**config.mk**
```make
export PLATFORM = sky130hd
export DESIGN_NAME = rf_read_port
export DESIGN_NICKNAME = d
export VERILOG_FILES = /design/src/rtl/rf_read_port.sv
export SDC_FILE = /design/constraint.sdc
export NUM_CORES = 1
export LEC_CHECK = 0
export CORE_MARGIN = 5
export CORE_UTILIZATION = 47
export CTS_BUF_LIST = sky130_fd_sc_hd__clkbuf_16
export DETAILED_ROUTE_END_ITERATION = 10
export GPL_TIMING_DRIVEN = 0
export PLACE_DENSITY_LB_ADDON = 0.08
export RECOVER_POWER = 50
export SLEW_MARGIN = 20
export SYNTH_ARGS = -nofsm -noshare
export SYNTH_HDL_FRONTEND = slang
export SYNTH_SLANG_ARGS = --single-unit
```
**constraint.sdc**
```tcl
create_clock -name clk -period 5.75 [get_ports clk]
set_input_delay 1.725 -clock clk [delete_from_list [all_inputs] [get_ports clk]]
set_output_delay 1.725 -clock clk [all_outputs]
set_load 0.01 [all_outputs]
```
**src/rtl/rf_read_port.sv**
```systemverilog
// rf_read_port: read-side controller for the register file bitcell array.
// Takes a two-address request and pulses one-hot read enables for one cycle.
// It captures both bitlines, applying R0-is-zero and same-edge write forwarding.
// The captured pair is held on a valid/ready response channel until consumed.
module rf_read_port #(
    parameter int NREG  = 16,
    parameter int WIDTH = 16,
    localparam int AW   = $clog2(NREG)
) (
    input  logic             clk,
    input  logic             rst,
    input  logic             req_valid,
    output logic             req_ready,
    input  logic [AW-1:0]    req_addr1,
    input  logic [AW-1:0]    req_addr2,
    input  logic             wr_en,
    input  logic [AW-1:0]    wr_addr,
    input  logic [WIDTH-1:0] wr_data,
    output logic [NREG-1:0]  rd_en1,
    output logic [NREG-1:0]  rd_en2,
    input  logic [WIDTH-1:0] bitline1,
    input  logic [WIDTH-1:0] bitline2,
    output logic             rsp_valid,
    input  logic             rsp_ready,
    output logic [WIDTH-1:0] rsp_data1,
    output logic [WIDTH-1:0] rsp_data2
);

    typedef enum logic [1:0] {IDLE, DRIVE, HOLD} state_t;

    state_t           state_q, state_d;
    logic [AW-1:0]    addr1_q, addr1_d;
    logic [AW-1:0]    addr2_q, addr2_d;
    logic [NREG-1:0]  rd_en1_q, rd_en1_d;
    logic [NREG-1:0]  rd_en2_q, rd_en2_d;
    logic             rsp_valid_q, rsp_valid_d;
    logic [WIDTH-1:0] rsp_data1_q, rsp_data1_d;
    logic [WIDTH-1:0] rsp_data2_q, rsp_data2_d;
    logic             accept;

    // R0 is hardwired to zero, so it never gets an enable on the bitline.
    function automatic logic [NREG-1:0] onehot(input logic [AW-1:0] a);
        logic [NREG-1:0] v;
        v = '0;
        if (a != '0) begin
            v[a] = 1'b1;
        end
        return v;
    endfunction

    // A write landing on the sampling edge has not reached the cell yet, so forward it.
    function automatic logic [WIDTH-1:0] capture(
        input logic [AW-1:0]    a,
        input logic [WIDTH-1:0] bl,
        input logic             we,
        input logic [AW-1:0]    wa,
        input logic [WIDTH-1:0] wd
    );
        if (a == '0) begin
            return '0;
        end else if (we && (wa == a)) begin
            return wd;
        end
        return bl;
    endfunction

    assign req_ready = (state_q == IDLE) || ((state_q == HOLD) && rsp_ready);
    assign accept    = req_valid && req_ready;

    // Next-state and registered-output computation for IDLE/DRIVE/HOLD.
    always_comb begin
        state_d     = state_q;
        addr1_d     = addr1_q;
        addr2_d     = addr2_q;
        rd_en1_d    = '0;
        rd_en2_d    = '0;
        rsp_valid_d = rsp_valid_q;
        rsp_data1_d = rsp_data1_q;
        rsp_data2_d = rsp_data2_q;
        unique case (state_q)
            IDLE, HOLD: begin
                if (accept) begin
                    state_d     = DRIVE;
                    addr1_d     = req_addr1;
                    addr2_d     = req_addr2;
                    rd_en1_d    = onehot(req_addr1);
                    rd_en2_d    = onehot(req_addr2);
                    rsp_valid_d = 1'b0;
                end else if ((state_q == HOLD) && rsp_ready) begin
                    state_d     = IDLE;
                    rsp_valid_d = 1'b0;
                end
            end
            DRIVE: begin
                rsp_data1_d = capture(addr1_q, bitline1, wr_en, wr_addr, wr_data);
                rsp_data2_d = capture(addr2_q, bitline2, wr_en, wr_addr, wr_data);
                rsp_valid_d = 1'b1;
                state_d     = HOLD;
            end
            default: begin
                state_d     = IDLE;
                rsp_valid_d = 1'b0;
            end
        endcase
    end

    // State, address latches and outputs; reset clears enables and response at once.
    always_ff @(posedge clk or posedge rst) begin
        if (rst) begin
            state_q     <= IDLE;
            addr1_q     <= '0;
            addr2_q     <= '0;
            rd_en1_q    <= '0;
            rd_en2_q    <= '0;
            rsp_valid_q <= 1'b0;
            rsp_data1_q <= '0;
            rsp_data2_q <= '0;
        end else begin
            state_q     <= state_d;
            addr1_q     <= addr1_d;
            addr2_q     <= addr2_d;
            rd_en1_q    <= rd_en1_d;
            rd_en2_q    <= rd_en2_d;
            rsp_valid_q <= rsp_valid_d;
            rsp_data1_q <= rsp_data1_d;
            rsp_data2_q <= rsp_data2_d;
        end
    end

    assign rd_en1    = rd_en1_q;
    assign rd_en2    = rd_en2_q;
    assign rsp_valid = rsp_valid_q;
    assign rsp_data1 = rsp_data1_q;
    assign rsp_data2 = rsp_data2_q;

endmodule

```
* Word level (Yosys, flattened, before mapping)
Index checks and enable logic that the tools add are counted.
W data, S select, Z words.
** Word-level totals
- Bits in registers :: 75
- Output and inout bits :: 66
** Operators by class
- Order comparisons :: 4
- Equality and inequality tests :: 5
- Multiplexer cells :: 28
- Reductions and logical operators :: 14
** Operator list (number)
- $mux W16 :: 12
- $lt A4 B5 Y1 const B :: 2
- $mux W1 :: 10
- $demux W1 S4 :: 2
- $eq A4 B4 Y1 :: 2
- $ge A4 B1 Y1 const B :: 2
- $logic_not A4 Y1 :: 2
- $reduce_bool A4 Y1 :: 2
- $logic_and A1 B1 Y1 :: 6
- $mux W2 :: 2
- $pmux W2 S2 :: 1
- $ne A3 B3 Y1 const B :: 1
- $eq A2 B1 Y1 const B :: 1
- $eq A2 B2 Y1 const B :: 1
- $logic_not A2 Y1 :: 1
- $pmux W1 S2 :: 1
- $reduce_and A2 Y1 :: 1
- $reduce_or A2 Y1 :: 1
- $logic_or A1 B1 Y1 :: 1

* Longest topological paths before layout
Gate-level depths: netlist of the first run.
- Word-level depth :: 7
- Gate-level depth with buffers :: 7
- Gate-level depth less buffers :: 6

* Worst setup path after synthesis of the first run
OpenSTA, ideal clock, no wires.
- Path kind :: input to output
- Start :: in rsp_ready
- End :: out req_ready
- Arrival time :: 1968 ps
- Setup slack :: 2057 ps
- Stages :: 2
- Buffers on the path :: 0
- Cells stage by stage :: nor2b_1 -> nor2_1
** On the way
- Longest elaborated chain between the ends :: 2
** Ends and longest elaborated chain
- start: declaration :: line 24 : input logic rsp_ready,
- $logic_and A1 B1 Y1 :: line 67 : assign req_ready = (state_q == IDLE) || ((state_q == HOLD) && rsp_ready);
- $logic_or A1 B1 Y1 :: line 67
- end: declaration :: line 13 : output logic req_ready,
No other way between the ends.

* Worst setup path in the final report of the first run
Ends and elaborated chain as after synthesis.

==> results of run 1 <==
[layout make-up]
| cell class | count | area (sq um) |
|---|---|---|
| flip-flops and latches | 72 | 1802 |
| fillers | 484 | 1768 |
| repair buffers | 129 | 1309 |
| multi-input cells | 204 | 1275 |
| clock buffers | 9 | 225.2 |
| plain buffers | 23 | 173.9 |
| well taps | 80 | 100.1 |
| clock inverters | 7 | 95.09 |
| inverters | 2 | 8.758 |
[final timing paths]
kind	startpoint	to	slack, ns	depth (start not counted)
min reg2reg	rsp_data1[4]$_DFFE_PP0P_	rsp_data1[4]$_DFFE_PP0P_	0.48	2
max reg2reg	state_q[1]$_DFFE_PP0P_	rd_en2[2]$_DFF_PP0_	3.98	7
min	rsp_data1[4]$_DFFE_PP0P_	rsp_data1[4]$_DFFE_PP0P_	0.48	2
max in group asynchronous	rst	rsp_data1[4]$_DFFE_PP0P_	3.14	3
min in group asynchronous	rst	rsp_data1[13]$_DFFE_PP0P_	1.94	2
max	rsp_ready	req_ready	1.04	4
[tightest hold or removal path: stages (launching register included)]
cell      delay [ns]
dfrtp_1         0.33
nand2_1         0.06
o211ai_2        0.05
[cell families (layout without fill, tap and decap cells)]
family / Yosys count / in the layout / synth area share
other: 1 / 2 / 0.001151
multiplexers: 8 / 8 / 0.02766
buffers and inverters: 25 / 170 / 0.05570
flip-flops: 72 / 72 / 0.5532
XOR/XNOR: 8 / 8 / 0.02151
AND/OR/NAND/NOR: 153 / 153 / 0.2347
AO/OA/AOI/OAI: 33 / 33 / 0.1060
[layout by cell type (no fill, tap or decap), drive strengths merged, types with 8 or more instances in the layout]
cell type,n
clkdlybuf4s50,107
dfrtp,72
nand2,67
nand4,32
o211ai,32
nor2,21
dlygate4sd3,21
buf,18
clkbuf,15
nor4,8
mux2,8
nor3,8
[where the power goes]
part / internal [mW] / switching [mW] / leakage [nW]
sequential: 0.627 / 0.0710 / 0.934
clock: 0.380 / 0.211 / 0.161
combinational: 0.343 / 0.301 / 1.10
total: 1.35 / 0.583 / 2.19
[registers in the layout, summed over array words and instances (netlist names)]
signal and flops:
rsp_data1 16, addr1_q 4, rd_en1 15, rsp_data2 16, state_q 2, addr2_q 4
rd_en2 15
[metal layers]
layer  part of all wire  vias up  wire length, um
met2               0.51       99             4634
met4              0.020        0              186
met5                  0        -                0
met3              0.065       16              591
li1                   -     1335                -
met1               0.41     1347             3712
[cells in the mapped netlist (all sizes together)]
cell	instances
nand2b	6
mux2	8
clkbuf	6
xnor2	2
nand3	2
nor2b	1
xor2	6
dfrtp	72
nor3	8
inv	2
conb	1
nand4	32
nor4	8
nand3b	4
nand2	67
buf	17
nor2	21
o211ai	32
o21ai	1
and2	4
==> impl_metrics.json, run 1 <==
{
  "outcome": "finished, final reports clean",
  "die_x_um": 93.25,
  "finalCriticalPeriod_ns": 4.710,
  "post_cts_buffers": 0,
  "die_h_um": 93.25,
  "critical_path_buf_inv_count": 2,
  "drv_cap": 0,
  "placed_area_sq_um": 4672,
  "yosysWarnings": 0,
  "post-route-util": 0.7383,
  "final_area_sq_um": 4989,
  "cp_cell_sequence": "dlygate4sd3_1, nor2b_1, nor2_1, clkdlybuf4s50_1",
  "maxSlewViolCount": 0,
  "clock-sinks": 72,
  "place_ws_ns": 1.079,
  "clk_path_buf_depth": 2,
  "layout.nets": 506,
  "antenna_found_initial": 0,
  "use_met3": 0.06597,
  "cts_buffers": 9,
  "drt_iter0_drc": 166,
  "synthCells": 300,
  "power_density_nw_per_um2": 387.3,
  "p_leak_nw": 2.195,
  "fin_cells": 526,
  "place_congestion": 0.8418,
  "timing.hold.ws_ns": 0.4836,
  "cp_data_required_time_ns": 4.03,
  "wl_per_cell_um": 17.35,
  "grt-ovfl-total": 0,
  "startpoint_type": "input port",
  "cts_root_buffer": "clkbuf_16",
  "via_count": 2797,
  "htree_levels": 3,
  "first_pass_iters": 4,
  "remaining_drc_errors": 0,
  "fp-row-count": 30,
  "top_level_ports": 131,
  "setup_viol": 0,
  "fin_setup_tns_ns": 0,
  "max_stage_delay_ns": 0.56,
  "power.total_mw": 1.932,
  "hold_path_class": "reg2reg",
  "synth_seq_cells": 72,
  "clock_latency_ns": 0.33,
  "cts_hold_buf": 0,
  "coreArea_sq_um": 6756,
  "ctsResizeCount": 0,
  "clk_pin_slew_ns": 0.05,
  "grt_max_degree": 61,
  "critical-path-top-delay-family": "buffers and inverters",
  "finalHoldViolations": 0,
  "crit_type": "in2out",
  "grt_pass1_vias": 2874,
  "syn_avg_cell_area_sq_um": 10.86,
  "cts_tree": "built",
  "grt_pass1_wl_um": 14620,
  "grt.busiest_layer": "met2",
  "worst_slack_ns": 1.040,
  "wl_um": 9124,
  "ys_seq_area_frac": 0.5532,
  "tightest_slew_ns": 0.7158,
  "path_max_fanout": 2,
  "synth.top_cells.by_area": "dfrtp_1, o211ai_2, nand2_1, nand4_1, mux2_2",
  "fin_crit_sh": 0.8191,
  "use_met1": 0.2674,
  "clock.fmax_mhz": 212.3,
  "antennaDiodeCount": 0,
  "use_met2": 0.3633,
  "relSlewSlack": 0.5202,
  "end_kind": "output port",
  "area_delta_synth_final_pct": 53.17,
  "hpwl_um": 6939,
  "grt_usage": 0.2161,
  "vias_per_cell": 5.317,
  "initial_core_util": 0.4820,
  "synth_area_sq_um": 3257,
  "irDropWorstVdd_uv": 198.9,
  "portBuffers": 128,
  "cp_data_arrival_time_ns": 2.98,
  "ys_types": 27,
  "drive_gt1_frac": 0.1525,
  "skew_ns": 0.007724,
  "yosysTopAreaCell": "dfrtp_1",
  "die-area_sq_um": 8695,
  "place_inst": 510,
  "antenna_left": 0,
  "synth_top_area_share": 0.5532,
  "cpMaxStageDelayCell": "clkdlybuf4s50_1",
  "rsz0062_at_grt": "no"
}
Note: power is estimated with default switching activity, not from simulation.
==> inputs of run 2 (changes only) <==
- CORE_UTILIZATION: 47 -> 39
- clock period: 5.75 -> 4.3 ns (I/O delays scaled with it)
==> impl_metrics.json, run 2 (same netlist as run 1, synthesis figures left out) <==
{
  "place_congestion": 0.7614,
  "p_leak_nw": 2.193,
  "layout_commonest_cell": "clkdlybuf4s50_1",
  "relSlewSlack": -0.06256,
  "layout_common_cells": "clkdlybuf4s50_1, dfrtp_1, nand2_1, nand4_1",
  "antenna_found_initial": 0,
  "grt_pass1_vias": 2994,
  "die_x_um": 101.4,
  "antennaDiodeCount": 0,
  "hpwl_um": 7203,
  "wl_um": 9453,
  "critical_path_buf_inv_count": 2,
  "top_level_ports": 131,
  "post-route-util": 0.6143,
  "drv_cap": 1,
  "cp_cell_sequence": "dlygate4sd3_1, nor2b_1, nor2_1, clkdlybuf4s50_1",
  "cts_root_buffer": "clkbuf_16",
  "rsz0062_at_grt": "no",
  "setup_viol": 0,
  "cpMaxStageDelayCell": "clkdlybuf4s50_1",
  "cts_tree": "built",
  "finalCriticalPeriod_ns": 3.844,
  "grt_pass1_wl_um": 14990,
  "initial_core_util": 0.3984,
  "fin_crit_sh": 0.8941,
  "power_density_nw_per_um2": 527.7,
  "grt-ovfl-total": 0,
  "finalHoldViolations": 0,
  "drive_gt1_frac": 0.1547,
  "fin_setup_tns_ns": 0,
  "path_max_fanout": 2,
  "startpoint_type": "input port",
  "antenna_left": 0,
  "tightest_slew_ns": 1.585,
  "via_count": 2804,
  "timing.hold.ws_ns": 0.4842,
  "end_kind": "output port",
  "skew_ns": 0.005164,
  "cts_hold_buf": 0,
  "wl_per_cell_um": 17.16,
  "r2r_slack_ns": 2.50,
  "violations": "max-capacitance violations, max-slew violations",
  "cts_buffers": 9,
  "die-area_sq_um": 10280,
  "irDropWorstVdd_uv": 262.0,
  "layout.nets": 506,
  "crit_type": "in2out",
  "coreArea_sq_um": 8175,
  "cp_data_required_time_ns": 3.01,
  "grt_max_degree": 40,
  "fp-row-count": 33,
  "clk_pin_slew_ns": 0.06,
  "critical-path-top-delay-family": "buffers and inverters",
  "clk_path_buf_depth": 2,
  "area_delta_synth_final_pct": 54.21,
  "vias_per_cell": 5.089,
  "hold_path_class": "reg2reg",
  "die_h_um": 101.4,
  "maxSlewViolCount": 35,
  "first_pass_iters": 4,
  "clock_latency_ns": 0.33,
  "remaining_drc_errors": 0,
  "clock.fmax_mhz": 260.1,
  "cp_data_arrival_time_ns": 2.55,
  "max_stage_delay_ns": 0.56,
  "drt_iter0_drc": 54,
  "portBuffers": 128,
  "ctsResizeCount": 0,
  "htree_levels": 3,
  "outcome": "complete, but fails checks",
  "post_cts_buffers": 0,
  "grt_usage": 0.1889,
  "clock-sinks": 72
}
run 2: final cells by class:
type | instances | area [sq um]
Timing Repair Buffer | 129 | 1286
Tap cell | 105 | 131.4
Clock inverter | 7 | 120.1
Inverter | 2 | 8.758
Fill cell | 691 | 3153
Buffer | 23 | 173.9
Multi-Input combinational cell | 204 | 1275
Clock buffer | 9 | 225.2
Sequential cell | 72 | 1802
run 2: layer usage:
metal,up-vias,part of all wire,wire (um),track usage
li1,1332,-,-,-
met1,1367,0.42,3978,0.2366
met2,94,0.50,4684,0.3199
met3,11,0.067,635,0.05234
met4,0,0.016,155,0.05419
met5,-,0,0,0
run 2: worst min-delay path, cell delays in order, from the launching register on:
cell      delay [ns]
dfrtp_1         0.34
nand2_1         0.06
o211ai_2        0.05
run 2: path summary, 6_finish.rpt:
path,startpoint,to,cells past startpoint
max reg2reg,state_q[1]$_DFFE_PP0P_,rsp_data1[12]$_DFFE_PP0P_,6
max,rsp_ready,req_ready,4
min,rsp_data2[8]$_DFFE_PP0P_,rsp_data2[8]$_DFFE_PP0P_,2
max in group asynchronous,rst,addr2_q[2]$_DFFE_PP0P_,3
min in group asynchronous,rst,rsp_data1[13]$_DFFE_PP0P_,2
min reg2reg,rsp_data2[8]$_DFFE_PP0P_,rsp_data2[8]$_DFFE_PP0P_,2
run 2: where the power goes:
part / internal [mW] / switching, mW / leakage, nW
Combinational: 0.457 / 0.402 / 1.09
Clock: 0.567 / 0.293 / 0.166
Sequential: 0.838 / 0.0923 / 0.934
run 2: stage by stage:
stage	total power, mW	setup WS, ns	area, sq um	std cells
after floorplan	1.356	1.185	3261	301
after global placement	1.794	-0.09944	4673	534
after detailed placement	1.817	0.4875	4696	535
after CTS	2.680	0.4863	5041	551
after global routing	2.782	0.3844	5022	551
final	2.650	0.4556	5022	551
==> inputs of run 3 (changes only) <==
- clock period: 4.3 -> 3.3 ns (I/O delays scaled with it)
==> impl_metrics.json, run 3 (same netlist as run 1, synthesis figures left out) <==
{
  "outcome": "complete, but fails checks",
  "violations": "max-capacitance violations, max-slew violations",
  "clk_pin_slew_ns": 0.06,
  "clockPowerShare": 0.325,
  "placed_area_sq_um": 4696,
  "clock.fmax_mhz": 315.1,
  "die_x_um": 101.4,
  "vias_per_cell": 5.089,
  "ctsResizeCount": 0,
  "clock-sinks": 72,
  "antennaDiodeCount": 0,
  "cp_data_required_time_ns": 2.31,
  "power_switching_mw": 1.026,
  "end_kind": "output port",
  "antenna_found_initial": 0,
  "layout_common_cells": "clkdlybuf4s50_1, dfrtp_1, nand2_1, nand4_1, nor2_1",
  "setup_viol": 0,
  "coreArea_sq_um": 8175,
  "drv_cap": 1,
  "drt_iter0_drc": 54,
  "min_path_cells": 2,
  "p_sw_frac": 0.2970,
  "fin_crit_sh": 0.9616,
  "path_max_fanout": 2,
  "p_leak_nw": 2.193,
  "skew_ns": 0.005164,
  "htree_levels": 3,
  "r2r_start": "state_q[1]$_DFFE_PP0P_",
  "cp_data_arrival_time_ns": 2.18,
  "hold_path_end": "rsp_data2[8]$_DFFE_PP0P_",
  "p_int_mw": 2.428,
  "finalCriticalPeriod_ns": 3.173,
  "cts_tree": "built",
  "critical-path-top-delay-family": "buffers and inverters",
  "final_area_sq_um": 5025,
  "cts_buffers": 9,
  "r2r_end": "rsp_data1[12]$_DFFE_PP0P_",
  "area_delta_synth_final_pct": 54.28,
  "hold_path_class": "reg2reg",
  "power.total_mw": 3.454,
  "comb_power_share": 0.324,
  "grt_pass1_wl_um": 14990,
  "ff2ff_path_depth": 6,
  "tightest_slew_ns": 1.584,
  "first_pass_iters": 4,
  "layout.nets": 506,
  "clk_path_buf_depth": 2,
  "power_density_nw_per_um2": 687.3,
  "portBuffers": 128,
  "via_count": 2804,
  "cp_common_cell": "clkdlybuf4s50_1",
  "layout_commonest_cell": "clkdlybuf4s50_1",
  "clock_latency_ns": 0.33,
  "antenna_left": 0,
  "cp_cell_sequence": "clkdlybuf4s50_1, nor2b_1, nor2_1, clkdlybuf4s50_1",
  "crit_type": "in2out",
  "remaining_drc_errors": 0,
  "maxSlewViolCount": 35,
  "post_cts_buffers": 0,
  "grt-ovfl-total": 0,
  "place_congestion": 0.7614,
  "critical_path_buf_inv_count": 2,
  "top_level_ports": 131,
  "cts_hold_buf": 0,
  "cpMaxStageDelayCell": "clkdlybuf4s50_1",
  "rsz0062_at_grt": "no",
  "die_h_um": 101.4,
  "min_from": "rsp_data2[8]$_DFFE_PP0P_",
  "wl_per_cell_um": 17.16,
  "die-area_sq_um": 10280,
  "drive_gt1_frac": 0.1547,
  "relSlewSlack": -0.06205,
  "initial_core_util": 0.3984,
  "grt_max_degree": 40,
  "wl_um": 9454,
  "grt_pass1_vias": 2994,
  "timing.hold.ws_ns": 0.4842,
  "r2r_slack_ns": 1.50,
  "finalHoldViolations": 0,
  "irDropWorstVdd_uv": 341.4,
  "seq_power_share": 0.351,
  "startpoint_type": "input port",
  "fp-row-count": 33,
  "max_stage_delay_ns": 0.56,
  "hpwl_um": 7203,
  "cts_root_buffer": "clkbuf_16",
  "grt_usage": 0.1889,
  "n_fill_cell": 692
}
==> run 3: cell count changes in the layout (fill, tap and decap cells not counted), sizes merged <==
cell,delta
dlygate4sd3,-1
clkdlybuf4s50,+1
==> run 3: final cells by class <==
| cell class | count | area (sq um) | area share |
|---|---|---|---|
| Clock inverter | 7 | 120.1 | 0.02390 |
| Multi-Input combinational cell | 204 | 1275 | 0.2537 |
| Inverter | 2 | 8.758 | 0.001743 |
| Clock buffer | 9 | 225.2 | 0.04482 |
| Buffer | 23 | 173.9 | 0.03461 |
| Sequential cell | 72 | 1802 | 0.3586 |
| Timing Repair Buffer | 129 | 1289 | 0.2565 |
| Tap cell | 105 | 131.4 | 0.02615 |
==> run 3: worst max path at each step <==
stage               from  depth (start not counted)  slack, ns                      to
2_1_floorplan        rst                          1       0.49  addr1_q[0]$_DFFE_PP0P_
3_3_place_gp         rst                          2      -0.80    rd_en2[15]$_DFF_PP0_
3_5_place_dp   rsp_ready                          4       0.09               req_ready
4_1_cts        rsp_ready                          4       0.09               req_ready
5_1_grt        rsp_ready                          4       0.06               req_ready
6_report       rsp_ready                          4       0.13               req_ready
==> run 3: worst reg2reg max path, delay by kind of cell (launching register included) <==
| family | cells | cell delay, ns |
|---|---|---|
| and+or+nand+nor | 3 | 0.62 |
| buffers and inverters | 2 | 0.51 |
| DFF | 1 | 0.40 |
| AOI/OAI and AO/OA | 1 | 0.18 |
==> run 3: metrics by stage <==
| step | worst slack, ns | instances | setup TNS [ns] | utilization |
|---|---|---|---|---|
| 6_report | 0.1266 | 551 | 0 | 0.6146 |
| 2_1_floorplan | 0.4851 | 301 | 0 | - |
| 3_3_place_gp | -0.7994 | 534 | -57.24 | 0.5716 |
| 5_1_grt | 0.05620 | 551 | 0 | 0.6146 |
| 3_5_place_dp | 0.08746 | 535 | 0 | 0.5744 |
| 4_1_cts | 0.08632 | 551 | 0 | 0.6166 |
==> run 3: power by group through the flow <==
stage / logic (mW) / registers [mW] / clock network, mW
final: 1.12 / 1.21 / 1.12
after global routing: 1.21 / 1.24 / 1.17
after CTS: 1.14 / 1.21 / 1.13
after detailed placement: 1.14 / 1.23 / 0
after global placement: 1.12 / 1.22 / 0
after floorplan: 0.462 / 1.30 / 0
==> run 3: layer usage <==
| metal | global-route usage | share of wire |
|---|---|---|
| met5 | 0 | 0 |
| met4 | 0.05419 | 0.016 |
| met3 | 0.05234 | 0.067 |
| met2 | 0.3199 | 0.50 |
| met1 | 0.2366 | 0.42 |
